$ cat src/rtl/riscv_clmul_unit.sv
`default_nettype none
// +----------------------------------------------------------------------------+
// | riscv_clmul_unit : iterative carry-less multiplier (CLMUL/CLMULH/CLMULR),  |
// | STEP rs2 bits per cycle. Optional macro: RISCV_CLMUL_EARLY_EXIT_EN.        |
// | Revision: 1.0                                                              |
// +----------------------------------------------------------------------------+
module riscv_clmul_unit #(
   parameter int WIDTH = 64,
   parameter int STEP  = 4
) (
   input  logic             clk,
   input  logic             rst,
   input  logic             in_valid,
   output logic             in_ready,
   input  logic [1:0]       op,
   input  logic [WIDTH-1:0] rs1,
   input  logic [WIDTH-1:0] rs2,
   input  logic             kill,
   output logic             out_valid,
   input  logic             out_ready,
   output logic [WIDTH-1:0] result,
   output logic             busy
);

   localparam int c_CHUNKS = WIDTH / STEP;
   localparam int c_CNT_W  = $clog2(c_CHUNKS) + 1;
   localparam logic [c_CNT_W-1:0] c_LAST = c_CNT_W'(c_CHUNKS - 1);

   typedef enum logic [1:0] {
      S_IDLE = 2'd0,
      S_CALC = 2'd1,
      S_DONE = 2'd2
   } state_t;

   state_t               r_state;
   state_t               w_state_next;
   logic [1:0]           r_op;
   logic [2*WIDTH-1:0]   r_rs1_sh;
   logic [2*WIDTH-1:0]   r_acc;
   logic [2*WIDTH-1:0]   w_acc_next;
   logic [WIDTH-1:0]     r_rs2;
   logic [WIDTH-1:0]     w_rs2_next;
   logic [WIDTH-1:0]     r_result;
   logic [WIDTH-1:0]     w_sel;
   logic [c_CNT_W-1:0]   r_cnt;
   logic                 w_last;
   logic                 w_finish;
   logic                 w_accept;

   assign w_accept   = (r_state == S_IDLE) && in_valid && !kill;
   assign w_last     = (r_cnt == c_LAST);
   assign w_rs2_next = r_rs2 >> STEP;

`ifdef RISCV_CLMUL_EARLY_EXIT_EN
   // Stop as soon as no set rs2 bits remain beyond the chunk just processed.
   assign w_finish = w_last || (w_rs2_next == '0);
`else
   assign w_finish = w_last;
`endif

   // One chunk: r_rs1_sh already carries rs1 shifted to the chunk's base bit.
   always_comb begin
      w_acc_next = r_acc;
      for (int j = 0; j < STEP; j++) begin
         if (r_rs2[j]) begin
            w_acc_next = w_acc_next ^ (r_rs1_sh << j);
         end
      end
   end

   always_comb begin
      case (r_op)
         2'b01:   w_sel = w_acc_next[2*WIDTH-1:WIDTH];
         2'b10:   w_sel = w_acc_next[2*WIDTH-2:WIDTH-1];
         default: w_sel = w_acc_next[WIDTH-1:0];
      endcase
   end

   always_ff @(posedge clk) begin
      if (rst) begin
         r_state <= S_IDLE;
      end else begin
         r_state <= w_state_next;
      end
   end

   always_comb begin
      w_state_next = r_state;
      if (kill) begin
         w_state_next = S_IDLE;
      end else begin
         case (r_state)
            S_IDLE:  if (in_valid) w_state_next = S_CALC;
            S_CALC:  if (w_finish) w_state_next = S_DONE;
            S_DONE:  if (out_ready) w_state_next = S_IDLE;
            default: w_state_next = S_IDLE;
         endcase
      end
   end

   always_ff @(posedge clk) begin
      if (rst) begin
         r_op     <= 2'b00;
         r_rs1_sh <= '0;
         r_rs2    <= '0;
         r_acc    <= '0;
         r_cnt    <= '0;
         r_result <= '0;
      end else if (w_accept) begin
         r_op     <= op;
         r_rs1_sh <= {{WIDTH{1'b0}}, rs1};
         r_rs2    <= rs2;
         r_acc    <= '0;
         r_cnt    <= '0;
      end else if ((r_state == S_CALC) && !kill) begin
         r_acc    <= w_acc_next;
         r_rs1_sh <= r_rs1_sh << STEP;
         r_rs2    <= w_rs2_next;
         r_cnt    <= r_cnt + 1'b1;
         if (w_finish) begin
            r_result <= w_sel;
         end
      end
   end

   assign in_ready  = (r_state == S_IDLE);
   assign out_valid = (r_state == S_DONE);
   assign busy      = (r_state != S_IDLE);
   assign result    = r_result;

endmodule
`default_nettype wire

$ cat config.mk
export PLATFORM = sky130hd
export DESIGN_NAME = riscv_clmul_unit
export DESIGN_NICKNAME = d
export VERILOG_FILES = /design/src/rtl/riscv_clmul_unit.sv
export SDC_FILE = /design/constraint.sdc
export NUM_CORES = 1
export LEC_CHECK = 0
export ABC_AREA = 1
export CAP_MARGIN = 20
export CORE_MARGIN = 2
export CORE_UTILIZATION = 30
export CTS_CLUSTER_SIZE = 16
export DETAILED_ROUTE_END_ITERATION = 8
export PLACE_DENSITY = 0.45
export SLEW_MARGIN = 20
export SYNTH_ARGS = -nofsm -noshare
export SYNTH_HDL_FRONTEND = slang
export SYNTH_SLANG_ARGS = --single-unit
export TNS_END_PERCENT = 20
$ cat constraint.sdc
create_clock -name clk -period 5.25 [get_ports clk]
set_input_delay 1.05 -clock clk [delete_from_list [all_inputs] [get_ports clk]]
set_output_delay 1.05 -clock clk [all_outputs]
set_load 0.005 [all_outputs]
==> results of run 1 <==
## worst max path at each step
stage | from | to | cells after the start | slack [ns]
6_report | r_cnt[0] | result[20] | 10 | 2.35
5_1_grt | kill | r_acc[59] | 8 | 2.23
4_1_cts | kill | r_acc[12] | 8 | 2.44
3_5_place_dp | kill | r_rs2[12] | 7 | 1.79
3_3_place_gp | kill | r_rs2[3] | 7 | 1.82
2_1_floorplan | in_valid | r_cnt[0] | 8 | 3.23
## cells by family (layout without fill, tap and decap cells)
family,after synthesis,count (layout)
buf+inv,570,662
compound gates,589,589
other cells,0,1
fa+ha+maj,4,4
xor+xnor,195,195
simple gates,2479,2479
flops,393,393
## synth_stat cells, drive strengths merged
cell / number / area share, %
a211oi: 66 / 2.0
a21boi: 1 / 0.030
a21oi: 273 / 5.4
a31oi: 120 / 3.0
buf: 143 / 2.8
clkbuf: 95 / 1.4
dfxtp: 393 / 31
ha: 4 / 0.20
inv: 332 / 4.9
nand2: 1898 / 28
nand3: 507 / 10
nand3b: 60 / 1.8
nor2: 7 / 0.13
nor3: 3 / 0.059
o21ai: 129 / 2.5
or2: 4 / 0.099
xnor2: 126 / 4.3
xor2: 69 / 2.4
## worst max-delay path, stage by stage (launching register included)
cell     delay [ns]
dfxtp_1        0.37
ha_1           0.19
inv_1          0.06
nor3_1         0.53
ha_1           0.37
nand3_1        0.17
nor2_4         0.14
buf_12         0.42
nand2_1        0.26
inv_1          0.10
a21oi_1        0.06
## final cells by class
type	count	share of cell area [%]
tap	1134	4.74
timing repair buffer	234	7.91
clock buffer	81	5.35
antenna	1	0.00835
sequential	393	26.3
multi-input combinational	3267	50.9
inverter	332	4.18
clock inverter	15	0.631
## flip-flops by register name (all words and copies together), names as in the netlist
name	cells
r_acc	128
r_rs1_sh	128
r_rs2	64
result	64
r_cnt	5
r_op	2
r_state	2
## metrics by stage
stage / area, sq um / std cells / setup slack (ns) / hold slack (ns)
finish: 30000 / 5457 / 2.35 / 0.457
global route: 30000 / 5456 / 2.23 / 0.481
CTS: 30000 / 5456 / 2.44 / 0.462
detailed placement: 28200 / 5360 / 1.79 / 0.454
global placement: 28200 / 5360 / 1.82 / 0.451
floorplan: 25400 / 4230 / 3.23 / 0.439
## report_power, final
part	leakage [nW]	switching, mW	total [mW]	internal, mW
logic	8.48	0.493	0.746	0.253
clock network	0.886	1.48	3.76	2.28
registers	3.19	0.119	3.18	3.06
## layer usage
| layer | up-vias | routed length (um) | part of all wire [%] |
|---|---|---|---|
| met3 | 92 | 3150 | 3.6 |
| met1 | 12107 | 41100 | 47 |
| met5 | - | 0 | 0 |
| met4 | 0 | 2020 | 2.3 |
| met2 | 389 | 40700 | 47 |
| li1 | 13746 | - | - |
==> out/summary.txt, run 1 <==
total power draw -> 7.69 mW
CP Capture Type -> register
detailed-route via count -> 26334
Register-to-Register Path Depth -> 10
commonest non-fill, non-tap cell in the layout -> nand2_1
post-layout util -> 35.8%
register area -> 7880 sq um
CTS Buf Count -> 52
Global Route met1 Usage -> 26.1%
fin nets -> 4419
final hold vios -> 0
Max-Cap Viols -> 0
post-synthesis compound-gate area fraction -> 12.9%
fin crit share -> 55.2%
GR peak layer -> met2
hold endpoint -> r_cnt[3]
first drt pass iteration count -> 5
DRC viols -> 0
mux share of post-synthesis cell area -> 0%
Die X -> 295 um
multi-input combinational cell area -> 15200 sq um
Relative slew margins -> 25.2%
Synth Warn # -> 0
io pins -> 202
worst min path class -> register to register
Leakage -> 12.6 nW
post-route minimum period -> 2.90 ns
crit start category -> register
commonest cells after routing, fill and taps aside -> 1897 x nand2_1, 507 x nand3_1, 389 x dfxtp_1
Clock Path Buffers -> 3
global-route wire length before repair -> 138000 um
GR Overflow Total -> 0
hpwl dp -> 55900 um
Max Slew Vio Count -> 0
Syn Nets -> 4369
FF-to-FF End -> result[20]
Slew @ Worst Pin -> 1.12 ns
Critical R2R Launch -> r_cnt[0]
CTS tree -> built
Clock Skews -> 0.0266 ns
Die Ht -> 295 um
met3 Track Usage GR -> 2.25%
# rows -> 106
Final Setup Violations -> 0
via-per-instance ratio -> 4.83
Seq/Total Area, Yosys -> 31.0%
clk sinks -> 393
H-tree depth -> 2
layout cells sized above 1 -> 3.19%
Detail Route Antenna Nets -> 0
CP max FO -> 128
core area -> 83700 sq um
Clock Pin Slew Worst Setup and Hold Paths -> 0.05 ns
max frequency -> 345 MHz
wire per inst -> 15.9 um
Synth Area in Simple Gates -> 40.1%
GRT met2 Usage -> 33.8%
Arr. time, crit path -> 3.38 ns
filler instances -> 9168
syn_area_per_cell -> 6.00 sq um
DR iter-0 viols -> 1531
GRT Util Overall -> 19.8%
vias in the first global route -> 25014
post-CTS setup buffers -> 0
largest net degree at the start of global routing -> 137
#FFs+latches synth -> 393
Clock Latency Late Sink -> 0.62 ns
post-cts resize count -> 0
status -> finished, final reports clean
power per cell area -> 257 nW/um^2
placer's final routability congestion estimate -> 0.773
Syn Inst Count -> 4230
RSZ-0062 raised after global routing -> false
hold path start -> r_cnt[3]
worst endpoint required time -> 5.73 ns
antenna violations before repair -> 0
PortBufs -> 201
CP Class -> register to register
hold_buf cts -> 0
cell area after synthesis -> 25400 sq um
Synth Area in XOR/XNOR -> 6.73%
die area -> 86900 sq um
Setup TNS -> 0 ns
Initial Utilization -> 30.3%
total routed wirelength -> 87000 um
Hold Path Stages -> 2
Area growth syn-to-layout -> 18.1%
maximum vdd drop -> 252 uV
Yosys cell types -> 23
Post-Synth Adder-Cell Area -> 0.197%
largest family of logic cells by synthesized area -> simple AND/OR/NAND/NOR gates
worst reg2reg setup slack -> 2.35 ns
CTS root buf -> clkbuf_16
No activity file was read; power rests on OpenSTA's default activity.
==> inputs of run 2 (changes only) <==
clock period = 3.01 ns   (was 5.25 ns; I/O delays follow)
==> out/summary.txt, run 2 (synthesis results as in run 1) <==
final hold vios -> 0 (unchanged)
wire per inst -> 15.8 um (was 15.9 um)
Clock Skews -> 0.0222 ns (was 0.0266 ns)
RSZ-0062 raised after global routing -> false (unchanged)
total routed wirelength -> 86600 um (was 87000 um)
Arr. time, crit path -> 1.66 ns (was 3.38 ns)
post-CTS setup buffers -> 0 (unchanged)
Net Sw Power -> 3.60 mW (was 2.09 mW)
Top Registers -> r_acc (128), r_rs1_sh (128) (unchanged)
post-cts resize count -> 0 (unchanged)
power share of the sequential group -> 41.9% (was 41.4%)
Setup TNS -> 0 ns (unchanged)
Die X -> 295 um (unchanged)
status -> finished, final reports clean (unchanged)
post-route minimum period -> 2.27 ns
Hold WS -> 0.426 ns (was 0.457 ns)
via-per-instance ratio -> 4.79 (was 4.83)
hold_buf cts -> 0 (unchanged)
crit start category -> register (unchanged)
CTS Buf Count -> 51 (was 52)
Final Setup Violations -> 0 (unchanged)
filler instances -> 9270 (was 9168)
Clock Pin Slew Worst Setup and Hold Paths -> 0.06 ns (was 0.05 ns)
CTS tree -> built (unchanged)
Clock Path Buffers -> 3 (unchanged)
Clock Power Share -> 47.6% (was 48.9%)
commonest non-fill, non-tap cell in the layout -> nand2_1 (unchanged)
max layer used -> met4 (unchanged)
largest net degree at the start of global routing -> 132 (was 137)
layout cells sized above 1 -> 3.39% (was 3.19%)
Leakage -> 12.6 nW (about the same)
first drt pass iteration count -> 5 (unchanged)
Slew @ Worst Pin -> 0.795 ns (was 1.12 ns)
io pins -> 202 (unchanged)
maximum vdd drop -> 365 uV (was 252 uV)
met1 WL -> 41000 um (was 41100 um)
CP max FO -> 3 (was 128)
core area -> 83700 sq um (unchanged)
global-route wire length before repair -> 138000 um (about the same)
antenna violations before repair -> 0 (unchanged)
vias in the first global route -> 24888 (was 25014)
worst min path class -> input port to register (was register to register)
die area -> 86900 sq um (unchanged)
Detail Route Antenna Nets -> 0 (unchanged)
Area growth syn-to-layout -> 19.0% (was 18.1%)
DR iter-0 viols -> 1402 (was 1531)
Pint -> 9.58 mW (was 5.60 mW)
placer's final routability congestion estimate -> 0.780 (was 0.773)
hpwl dp -> 56900 um (was 55900 um)
H-tree depth -> 2 (unchanged)
Max-Cap Viols -> 0 (unchanged)
DRC viols -> 0 (unchanged)
CP Class -> register to output port (was register to register)
GRT Util Overall -> 19.8% (about the same)
Clock Latency Late Sink -> 0.60 ns (was 0.62 ns)
met2 wire length -> 40000 um (was 40700 um)
CTS root buf -> clkbuf_16 (unchanged)
routed wl met3 -> 3440 um (was 3150 um)
worst endpoint required time -> 2.41 ns (was 5.73 ns)
PortBufs -> 201 (unchanged)
GR Overflow Total -> 0 (unchanged)
detailed-route via count -> 26188 (was 26334)
# rows -> 106 (unchanged)
fin crit share -> 75.3%
max frequency -> 441 MHz
commonest cells after routing, fill and taps aside -> 1897 x nand2_1, 507 x nand3_1, 389 x dfxtp_1 (unchanged)
net switching fraction of the power -> 27.3% (was 27.2%)
CP Capture Type -> output port (was register)
clk sinks -> 393 (unchanged)
Max Slew Vio Count -> 0 (unchanged)
Gate power share -> 10.5% (was 9.7%)
multi-input combinational cell area -> 15200 sq um (unchanged)
register area -> 7880 sq um (unchanged)
fin nets -> 4433 (was 4419)
Initial Utilization -> 30.3% (unchanged)
Die Ht -> 295 um (unchanged)
power per cell area -> 436 nW/um^2 (was 257 nW/um^2)
Relative slew margins -> 47.0% (was 25.2%)
==> run 2: cell type report <==
class / count / area share [%]
antenna: 1 / 0.00829
clock buffer: 77 / 5.08
clock inverter: 15 / 0.518
inverter: 332 / 4.14
multi-input combinational: 3267 / 50.5
sequential: 393 / 26.1
tap: 1134 / 4.70
timing repair buffer: 249 / 8.97
==> run 2: final timing paths <==
check                           slack, ns            to  depth (start not counted)        from
worst max-delay path                 0.74     out_valid                          3  r_state[1]
worst min-delay path                 0.43  r_rs1_sh[90]                          4         rst
worst min register to register       0.46      r_cnt[3]                          2    r_cnt[3]
worst max register to register       0.86     result[0]                         10    r_cnt[0]
==> run 2: power by group through the flow <==
stage / combinational, mW / sequential (mW) / clock, mW
finish: 1.39 / 5.52 / 6.26
global route: 1.55 / 5.54 / 6.66
CTS: 1.41 / 5.52 / 6.46
detailed placement: 1.40 / 5.64 / 0
global placement: 1.40 / 5.64 / 0
floorplan: 0.842 / 5.55 / 0
==> run 2: per-layer routing <==
metal / vias up / global-route usage (%)
met5: - / 0
met4: 0 / 5.24
met3: 96 / 2.95
met2: 376 / 33.5
met1: 11951 / 26.2
li1: 13765 / -
==> run 2: worst max-delay path: stages (launching register included) <==
cell and delay, ns:
dfxtp_1 0.34, inv_1 0.07, nor2_1 0.13, clkdlybuf4s50_1 0.53
==> run 2: per-stage QoR <==
step	worst slack, ns	power, mW	std cells	util, %	cell area (sq um)
6_report	0.743	13.2	5468	36.1	30200
5_1_grt	0.652	13.7	5467	36.1	30200
4_1_cts	0.696	13.4	5467	36.1	30200
3_5_place_dp	0.517	7.04	5375	34.1	28500
3_3_place_gp	0.543	7.04	5375	34.1	28500
2_1_floorplan	1.23	6.39	4230	-	25400
==> inputs of run 3 (changes only) <==
clock period = 2.1 ns   (was 3.01 ns; I/O delays follow)
==> out/summary.txt, run 3 (synthesis results as in run 1) <==
status -> finished, final reports clean (unchanged)
commonest cells after routing, fill and taps aside -> 1897 x nand2_1, 506 x nand3_1, 385 x dfxtp_1 (was 1897 x nand2_1, 507 x nand3_1, 389 x dfxtp_1)
commonest non-fill, non-tap cell in the layout -> nand2_1 (unchanged)
Arr. time, crit path -> 1.66 ns (about the same)
Pint -> 14.1 mW (was 9.58 mW)
post-route minimum period -> 2.08 ns
wire per inst -> 15.7 um (was 15.8 um)
Leakage -> 13.1 nW (was 12.6 nW)
Clock Skews -> 0.0196 ns (was 0.0222 ns)
final hold vios -> 0 (unchanged)
via-per-instance ratio -> 4.79 (about the same)
Detail Route Antenna Nets -> 0 (unchanged)
CTS tree -> built (unchanged)
filler instances -> 9147 (was 9270)
critical path cell sequence -> clkdlybuf4s50_1 (was inv_1 > nor2_1 > clkdlybuf4s50_1)
hold_buf cts -> 0 (unchanged)
first drt pass iteration count -> 5 (unchanged)
Clock Pin Slew Worst Setup and Hold Paths -> 0.06 ns (about the same)
worst min path class -> input port to register (unchanged)
core area -> 83700 sq um (unchanged)
FF-to-FF End -> result[9] (was result[0])
GRT Util Overall -> 19.6% (was 19.8%)
Hold Path Stages -> 5 (was 4)
CP Capture Type -> output port (unchanged)
Slew @ Worst Pin -> 0.729 ns (was 0.795 ns)
Max Slew Vio Count -> 0 (unchanged)
Clock Latency Late Sink -> 0.61 ns (was 0.60 ns)
Max-Cap Viols -> 0 (unchanged)
Antenna diodes -> 0 (was 1)
Register-to-Register Path Depth -> 11 (was 10)
clk sinks -> 393 (unchanged)
Clock Path Buffers -> 3 (unchanged)
slowest stage cell, crit path -> clkdlybuf4s50_1 (unchanged)
die area -> 86900 sq um (unchanged)
Critical R2R Launch -> r_cnt[0] (unchanged)
io pins -> 202 (unchanged)
Net Sw Power -> 5.29 mW (was 3.60 mW)
DRC viols -> 0 (unchanged)
placer's final routability congestion estimate -> 0.789 (was 0.780)
Initial Utilization -> 30.3% (unchanged)
H-tree depth -> 2 (unchanged)
worst endpoint required time -> 1.68 ns (was 2.41 ns)
hpwl dp -> 59400 um (was 56900 um)
hold endpoint -> result[25] (was r_rs1_sh[90])
Final Setup Violations -> 0 (unchanged)
total routed wirelength -> 86900 um (was 86600 um)
GR Overflow Total -> 0 (unchanged)
multi-input combinational cell area -> 15300 sq um (was 15200 sq um)
largest net degree at the start of global routing -> 130 (was 132)
RSZ-0062 raised after global routing -> false (unchanged)
max frequency -> 480 MHz
power share of the sequential group -> 40.6% (was 41.9%)
antenna violations before repair -> 2 (was 0)
register area -> 7890 sq um (was 7880 sq um)
worst reg2reg setup slack -> 0.14 ns (was 0.86 ns)
# rows -> 106 (unchanged)
crit-path leading delay family -> buffers and inverters (unchanged)
Top Registers -> r_acc (128), r_rs1_sh (128) (unchanged)
layout cells sized above 1 -> 5.22% (was 3.39%)
Gate power share -> 11.1% (was 10.5%)
vias in the first global route -> 24737 (was 24888)
CTS Buf Count -> 51 (unchanged)
CP Class -> register to output port (unchanged)
crit start category -> register (unchanged)
post-layout util -> 37.2% (was 36.1%)
power per cell area -> 624 nW/um^2 (was 436 nW/um^2)
global-route wire length before repair -> 137000 um (was 138000 um)
Final Worst Setup Slack -> 0.0169 ns (was 0.743 ns)
hold path start -> rst (unchanged)
buffers and inverters on the worst path -> 1 (was 2)
Area growth syn-to-layout -> 22.8% (was 19.0%)
Die Ht -> 295 um (unchanged)
fin crit share -> 99.2%
detailed-route via count -> 26505 (was 26188)
net switching fraction of the power -> 27.2% (was 27.3%)
CTS root buf -> clkbuf_16 (unchanged)
maximum vdd drop -> 623 uV (was 365 uV)
fin nets -> 4501 (was 4433)
slowest stage delay, CP -> 0.56 ns (was 0.53 ns)
Relative slew margins -> 51.4% (was 47.0%)
Die X -> 295 um (unchanged)
CP max FO -> 2 (was 3)
PortBufs -> 201 (unchanged)
DR iter-0 viols -> 1433 (was 1402)
CP startpoint -> result[33] (was r_state[1])
Place WS -> -0.00765 ns (was 0.517 ns)
Clock Power Share -> 48.2% (was 47.6%)
## run 3: per-stage QoR
stage | hold slack, ns | TNS (ns) | cells | area (sq um) | total power [mW]
final | 0.359 | 0 | 5537 | 31200 | 19.4
after global placement | 0.453 | -0.0347 | 5439 | 29300 | 10.3
after global routing | 0.379 | 0 | 5537 | 31200 | 20.3
after CTS | 0.331 | 0 | 5533 | 31100 | 19.7
after floorplan | 0.439 | 0 | 4230 | 25400 | 9.16
after detailed placement | 0.455 | -0.00765 | 5439 | 29300 | 10.3
## run 3: final cells by class
| class | count | share of cell area (%) |
|---|---|---|
| multi-input combinational | 3267 | 49.0 |
| inverter | 332 | 4.02 |
| timing repair buffer | 317 | 11.4 |
| tap | 1134 | 4.55 |
| sequential | 393 | 25.3 |
| clock inverter | 27 | 1.11 |
| clock buffer | 67 | 4.58 |
## run 3: how the worst max path moves through the flow
stage / cells after the start / to / slack [ns]
after floorplan: 11 / result[47] / 0.32
after global placement: 8 / r_acc[15] / -0.03
after detailed placement: 7 / r_acc[111] / -0.008
after CTS: 2 / in_ready / 0.005
after global routing: 1 / result[33] / 0.005
final: 1 / result[33] / 0.02
## run 3: repair_timing
| action | in CTS | in global routing |
|---|---|---|
| resized for setup | 2 | 7 |
| endpoints found under the setup margin | 2 | 46 |
| setup buffers | 0 | 2 |
| endpoints found under the hold margin | 0 | 0 |
| gates cloned | 0 | 2 |
| pin swaps | 0 | 2 |
## run 3: metal layers
layer	up-vias	global-route usage, %	share of wire, %
met5	-	0	0
met4	0	5.05	2.2
met3	103	1.86	3.0
met2	364	33.3	47
met1	12106	26.6	48
li1	13932	-	-
## run 3: power by group through the flow
stage	sequential (mW)	clock, mW	combinational, mW
after global routing	7.92	9.94	2.40
final	7.90	9.37	2.16
after floorplan	7.95	0	1.21
after global placement	8.06	0	2.20
after detailed placement	8.06	0	2.20
after CTS	7.90	9.65	2.20
